File: config.mk
export PLATFORM = sky130hd
export DESIGN_NAME = vga_timing_gen
export DESIGN_NICKNAME = d
export VERILOG_FILES = /design/src/rtl/vga_pkg.sv /design/src/rtl/vga_timing_gen_wrap_counter.sv /design/src/rtl/vga_timing_gen.sv
export SDC_FILE = /design/constraint.sdc
export NUM_CORES = 1
export LEC_CHECK = 0
export BUFFER_PORTS_ARGS = -buffer_cell sky130_fd_sc_hd__buf_2
export CORE_MARGIN = 2
export CORE_UTILIZATION = 40
export DETAILED_ROUTE_END_ITERATION = 8
export GPL_ROUTABILITY_DRIVEN = 0
export PLACE_DENSITY_LB_ADDON = 0.1
export SLEW_MARGIN = 20
export SYNTH_ARGS = -nofsm -noshare
export SYNTH_HDL_FRONTEND = slang
export SYNTH_HIERARCHICAL = 1
export SYNTH_SLANG_ARGS = --single-unit
export TNS_END_PERCENT = 20
File: constraint.sdc
create_clock -name clock -period 2.81 [get_ports clock]
set_clock_uncertainty 0.2 [all_clocks]
set_input_delay 0.281 -clock clock [delete_from_list [all_inputs] [get_ports clock]]
set_output_delay 0.281 -clock clock [all_outputs]
set_load 0.01 [all_outputs]
File: src/rtl/vga_pkg.sv
// vga_pkg: SVGA 800x600@60 Hz timing constants and shared types for the
// raster timing generator and the renderers that consume row/col.
package vga_pkg;

    localparam int H_ACTIVE = 800;
    localparam int H_FP     = 40;
    localparam int H_SYNC   = 128;
    localparam int H_BP     = 88;
    localparam int V_ACTIVE = 600;
    localparam int V_FP     = 1;
    localparam int V_SYNC   = 4;
    localparam int V_BP     = 23;

    localparam int H_TOTAL  = H_ACTIVE + H_FP + H_SYNC + H_BP;   // 1056
    localparam int V_TOTAL  = V_ACTIVE + V_FP + V_SYNC + V_BP;   // 628

    typedef logic [9:0]  coord_t;   // active-region coordinate
    typedef logic [10:0] cnt_t;     // raw raster counter

endpackage

File: src/rtl/vga_timing_gen_wrap_counter.sv
// wrap_counter: enabled up-counter with modulus MODULUS.
// Ports:
//   clock, reset  - clock, asynchronous active-low reset (count -> 0)
//   en            - advance by one on a rising edge
//   clear         - synchronous clear to 0, wins over en
//   wrap          - at the last value, return to 0 when set, hold otherwise
//   count         - current value, 0..MODULUS-1
//   at_max        - count == MODULUS-1
module wrap_counter
    import vga_pkg::*;
#(
    parameter int WIDTH   = $bits(cnt_t),
    parameter int MODULUS = H_TOTAL
)(
    input  logic             clock,
    input  logic             reset,
    input  logic             en,
    input  logic             clear,
    input  logic             wrap,
    output logic [WIDTH-1:0] count,
    output logic             at_max
);

    localparam logic [WIDTH-1:0] MAX_VAL = WIDTH'(MODULUS - 1);

    assign at_max = (count == MAX_VAL);

    always_ff @(posedge clock or negedge reset) begin
        if (!reset) begin
            count <= '0;
        end else if (clear) begin
            count <= '0;
        end else if (en) begin
            if (at_max) begin
                if (wrap) count <= '0;
            end else begin
                count <= count + 1'b1;
            end
        end
    end

endmodule

File: src/rtl/vga_timing_gen.sv
// vga_timing_gen: SVGA raster timing source. Produces hsync/vsync, blank and
// the clamped row/col stream for the renderers, plus frame/line markers.
// Ports:
//   clock        - 40 MHz pixel clock
//   reset        - asynchronous active-low reset
//   pix_en       - advance enable; nothing moves while low
//   row, col     - active-region line / pixel, forced to 0 outside it
//   hsync, vsync - active-high sync pulses
//   blank        - high outside the active region
//   frame_start  - one-cycle marker at pixel (0,0), qualified by pix_en
//   line_end     - one-cycle marker at the last pixel of each line
// Build option: define VGA_OUT_PIPE_EN to register every output behind one
// pix_en-qualified flop stage (one enabled cycle of latency).
module vga_timing_gen
    import vga_pkg::*;
#(
    parameter int H_ACTIVE = vga_pkg::H_ACTIVE,
    parameter int H_FP     = vga_pkg::H_FP,
    parameter int H_SYNC   = vga_pkg::H_SYNC,
    parameter int H_BP     = vga_pkg::H_BP,
    parameter int V_ACTIVE = vga_pkg::V_ACTIVE,
    parameter int V_FP     = vga_pkg::V_FP,
    parameter int V_SYNC   = vga_pkg::V_SYNC,
    parameter int V_BP     = vga_pkg::V_BP
)(
    input  logic   clock,
    input  logic   reset,
    input  logic   pix_en,
    output coord_t row,
    output coord_t col,
    output logic   hsync,
    output logic   vsync,
    output logic   blank,
    output logic   frame_start,
    output logic   line_end
);

    localparam int   H_TOT    = H_ACTIVE + H_FP + H_SYNC + H_BP;
    localparam int   V_TOT    = V_ACTIVE + V_FP + V_SYNC + V_BP;
    localparam cnt_t H_ACT_C  = cnt_t'(H_ACTIVE);
    localparam cnt_t V_ACT_C  = cnt_t'(V_ACTIVE);
    localparam cnt_t HS_START = cnt_t'(H_ACTIVE + H_FP);
    localparam cnt_t HS_END   = cnt_t'(H_ACTIVE + H_FP + H_SYNC);
    localparam cnt_t VS_START = cnt_t'(V_ACTIVE + V_FP);
    localparam cnt_t VS_END   = cnt_t'(V_ACTIVE + V_FP + V_SYNC);

    cnt_t   h_cnt, v_cnt;
    logic   h_at_max;
    logic   v_wrap_unused;

    coord_t row_c, col_c;
    logic   hsync_c, vsync_c, blank_c, fs_c, le_c;

    wrap_counter #(.WIDTH($bits(cnt_t)), .MODULUS(H_TOT)) u_h_cnt (
        .clock  (clock),
        .reset  (reset),
        .en     (pix_en),
        .clear  (1'b0),
        .wrap   (1'b1),
        .count  (h_cnt),
        .at_max (h_at_max)
    );

    // Vertical counter steps once per line, on the last enabled pixel.
    wrap_counter #(.WIDTH($bits(cnt_t)), .MODULUS(V_TOT)) u_v_cnt (
        .clock  (clock),
        .reset  (reset),
        .en     (pix_en & h_at_max),
        .clear  (1'b0),
        .wrap   (1'b1),
        .count  (v_cnt),
        .at_max (v_wrap_unused)
    );

    always_comb begin
        hsync_c = (h_cnt >= HS_START) && (h_cnt < HS_END);
        vsync_c = (v_cnt >= VS_START) && (v_cnt < VS_END);
        blank_c = (h_cnt >= H_ACT_C) || (v_cnt >= V_ACT_C);
        // Clamp to 0 outside the active area so sinks need no range checks.
        col_c   = (h_cnt < H_ACT_C) ? h_cnt[9:0] : '0;
        row_c   = (v_cnt < V_ACT_C) ? v_cnt[9:0] : '0;
        // Markers are gated by pix_en so a stall cannot repeat them.
        fs_c    = pix_en && (h_cnt == '0) && (v_cnt == '0);
        le_c    = pix_en && h_at_max;
    end

`ifdef VGA_OUT_PIPE_EN
    always_ff @(posedge clock or negedge reset) begin
        if (!reset) begin
            row         <= '0;
            col         <= '0;
            hsync       <= 1'b0;
            vsync       <= 1'b0;
            blank       <= 1'b0;
            frame_start <= 1'b0;
            line_end    <= 1'b0;
        end else if (pix_en) begin
            row         <= row_c;
            col         <= col_c;
            hsync       <= hsync_c;
            vsync       <= vsync_c;
            blank       <= blank_c;
            frame_start <= fs_c;
            line_end    <= le_c;
        end
    end
`else
    assign row         = row_c;
    assign col         = col_c;
    assign hsync       = hsync_c;
    assign vsync       = vsync_c;
    assign blank       = blank_c;
    assign frame_start = fs_c;
    assign line_end    = le_c;
`endif

endmodule
Yosys cells after proc, flatten, opt, wreduce, memory -nomap -nowiden

Index checks and enable logic that the tools add are counted.

Register bits after elaboration: 22
Output and inout bits: 25

Equality and inequality tests: 2
Magnitude comparators: 8
Reductions and logical operators: 8
$add $sub $neg: 2
Muxes and demuxes: 4
Bitwise gates (word level): 1

Operators with widths:

| cell                    | number |
|---|---|
| $ge A11 B10 Y1 const B  | 4 |
| $lt A11 B10 Y1 const B  | 4 |
| $add A11 B1 Y11 const B | 2 |
| $logic_not A11 Y1       | 2 |
| $mux W11                | 2 |
| $mux W10                | 2 |
| $eq A11 B10 Y1 const B  | 1 |
| $eq A11 B11 Y1 const B  | 1 |
| $logic_and A1 B1 Y1     | 5 |
| $and A1 B1 Y1           | 1 |
| $logic_or A1 B1 Y1      | 1 |

Logic depth before layout (Yosys ltp)

Word-level depth: 3
Mapped depth: 8
Gate-level depth less buffers: 7

Modules after synthesis

Netlist, hierarchy kept.

Modules (own cells, without submodules):

| module                  | area each (um2) | instances | cells each | sequential area each (um2) |
|---|---|---|---|---|
| wrap_counter at u_v_cnt | 696.9           | 1         | 75         | 275.3 |
| wrap_counter at u_h_cnt | 654.4           | 1         | 67         | 275.3 |
| vga_timing_gen          | 307.8           | 1         | 50         | 0.0 |

Least setup slack after synthesis

No wires, ideal clock.

Kind: register to register
Start: register u_h_cnt.count[5]
End: register u_v_cnt.count[6]
Cell stages (with the launch flop): 9
Period minus slack after synthesis: 2.594 ns
Slack: 0.216 ns
Data arrival time: 2.312 ns
Path buffers: 3
Required time: 2.528 ns
Cells stage by stage: dfrtp_1 or4_4 buf_6 nor4_1 and2_1 clkbuf_1 clkbuf_1 nand3_1 a31oi_1

Longest elaborated chain between the ends: 2

RTL lines:

| what                   | RTL line                          | RTL |
|---|---|---|
| from (decl)            | vga_timing_gen_wrap_counter.sv:20 | `output logic [WIDTH-1:0] count,` |
| from (signal assigned) | vga_timing_gen_wrap_counter.sv:37 | `count <= count + 1'b1;` |
| $eq A11 B11 Y1         | vga_timing_gen_wrap_counter.sv:26 | `assign at_max = (count == MAX_VAL);` |
| via h_at_max           | vga_timing_gen.sv:48              | `logic h_at_max;` |
| $and A1 B1 Y1          | vga_timing_gen.sv:68              | `.en (pix_en & h_at_max),` |
| to (signal assigned)   | vga_timing_gen_wrap_counter.sv:37 |  |
| to (decl)              | vga_timing_gen_wrap_counter.sv:20 |  |

The timed path passes the listed nets, and every way through them passes these cells.
A chain may end at the register's enable or synchronous reset.

Worst setup path after layout

Start: register u_v_cnt.count[7]
End: output port blank

Longest elaborated chain between the ends: 2

RTL lines:

| what               | RTL line             | RTL |
|---|---|---|
| $ge A11 B10 Y1     | vga_timing_gen.sv:78 | `blank_c = (h_cnt >= H_ACT_C) \|\| (v_cnt >= V_ACT_C);` |
| $logic_or A1 B1 Y1 | vga_timing_gen.sv:78 |  |
| to (decl)          | vga_timing_gen.sv:33 | `output logic blank,` |

No other way between the ends.

==> impl_results.md <==
* Post-Synthesis Cells at 191
* Syn Area/Cell at 8.660 um^2
* Clock slew at the register clock pins of the worst setup and hold paths at 0.08 ns
* Hpwl dp at 3208 um
* Drt wl/cell at 16.05 um
* Htree depth at 1
* Worst Setup End Kind: primary output
* Io pins at 28
* Initial antenna violation count at 0
* Status: completed
* Number of cell rows at 23
* Final Hold Viols at 0
* Starting DRT DRC Count at 116
* Max Fanout on Critical Path at 9
* Minimum clock period at 2.589 ns
* Area added between synthesis and finish at 16.34%
* ANT cells at 0
* Least-Margin Pin Slew at 0.5840 ns
* Finished Core Util at 0.4811
* CTS tree: yes
* Placed Area at 1859 um^2
* Fin area at 1924 um^2
* Crit path DAT at 2.11 ns
* CTS root buf: clkbuf_8
* IO buf count at 27
* Final Power at 626.7 uW
* Yosys warning count at 6
* Final Max Tran Viols at 0
* VDD IR max at 0.2145 mV
* Core box area at 4000 um^2
* Total Routing Usage GR at 0.2015
* Clk buf depth at 2
* Num Clock Sinks at 22
* Cts bufs inserted at 3
* Largest net degree at the start of global routing at 23
* Initial Util at 0.4135
* Resized Gates After CTS at 0
* Final setup fails at 0
* Hold_ws at 0.2095 ns
* Post-route antenna net violation count at 0
* Setup TNS at 0 ns
* Total leakage power at 0.8573 nW
* Total gr overflow at 0
* Setup CP Type: flip-flop to primary output
* Total Nets Final at 234
* Startpoint Class: flip-flop
* Worst-skew pair later-pin latency at 0.27 ns
* Worst EP required at 2.33 ns
* Post-Synthesis Cell Area at 1654 um^2
* Vias/cell at 6.032
* Rel. slew slack at 0.6107
* # DRC at 0
* Max frequency at 0.3862 GHz
* Die Ht at 68.31 um
* Share of cells above drive strength 1 at 0.1842
* Pwr Density at 325.7 nW/um^2
* Final Cycle Share at 0.9214
* Die Span X at 68.31 um
* Via count at 1677
* RSZ-0062 raised after global routing: false
* First-pass GRT wire length at 7024 um
* Vias in the first global route at 1504
* Total wire length at 4461 um
* Max Cap Viol at 0
* Post-CTS Setup Bufs at 0
* Drt pass-1 iters at 4
* HP Class: input port to flip-flop
* Die Area at 4666 um^2
## final timing paths
check	start	to	slack [ns]	cells after the start
max	u_v_cnt/count[7]$_DFFE_PN0P_	blank	0.22	4
min	pix_en	u_h_cnt/count[0]$_DFFE_PN0P_	0.21	3
max reg2reg	u_h_cnt/count[5]$_DFFE_PN0P_	u_v_cnt/count[3]$_DFFE_PN0P_	0.35	6
min reg2reg	u_h_cnt/count[1]$_DFFE_PN0P_	u_h_cnt/count[1]$_DFFE_PN0P_	0.40	1
max in group asynchronous	reset	u_v_cnt/count[3]$_DFFE_PN0P_	1.75	2
min in group asynchronous	reset	u_h_cnt/count[3]$_DFFE_PN0P_	0.31	2
## worst max-delay path, stage by stage (launching register included)
cell	delay (ns)
dfrtp_1	0.49
or4_4	0.56
nor2_1	0.47
or4_1	0.20
buf_2	0.12
## repair_timing
action,4_1_cts,5_1_grt
hold buffers,1,0
setup endpoints to repair,0,0
hold endpoints to repair,22,0
## per-layer routing
layer	global-route usage	part of all wire	vias up
li1	-	-	797
met1	0.2475	0.42	810
met2	0.3410	0.51	61
met3	0.04770	0.052	9
met4	0.07500	0.015	0
met5	0	0	-
## cell usage in the layout (no fill, tap or decap), types with 3 or more instances in the layout
master	n
inv_1	11
nand4_1	7
nor3b_1	8
nor4_1	7
a31oi_1	9
nand2_1	10
xnor2_1	3
buf_4	3
dfrtp_1	22
nand3_1	19
a21oi_1	4
buf_2	27
nor2_1	13
o21ai_0	4
nor3_1	6
conb_1	12
and2_1	11
clkbuf_8	4
o31ai_1	4
## per-stage QoR
stage	instances	setup WS, ns
global placement	273	0.4443
CTS	278	0.2157
floorplan	201	0.2162
finish	278	0.2209
detailed placement	273	0.3676
global route	278	0.1080
## report_power, final
group          internal [mW]  total [mW]  leakage (nW)  switching, mW
clock                  0.125       0.237        0.0288          0.111
combinational         0.0213      0.0583         0.523         0.0369
sequential             0.321       0.332         0.305         0.0110
total                  0.467       0.627         0.857          0.159
## state kept, by name (all words and copies together) (netlist names)
| signal | count |
|---|---|
| u_h_cnt/count | 11 |
| u_v_cnt/count | 11 |
## layout make-up
type                            count  area [um^2]
Timing Repair Buffer               31        167.7
Sequential cell                    22        550.5
Tap cell                           50        62.56
Inverter                           11        41.29
Multi-Input combinational cell    160         1047
Clock buffer                        4        55.05
Fill cell                         411         2076
Note: power is estimated with default switching activity, not from simulation.
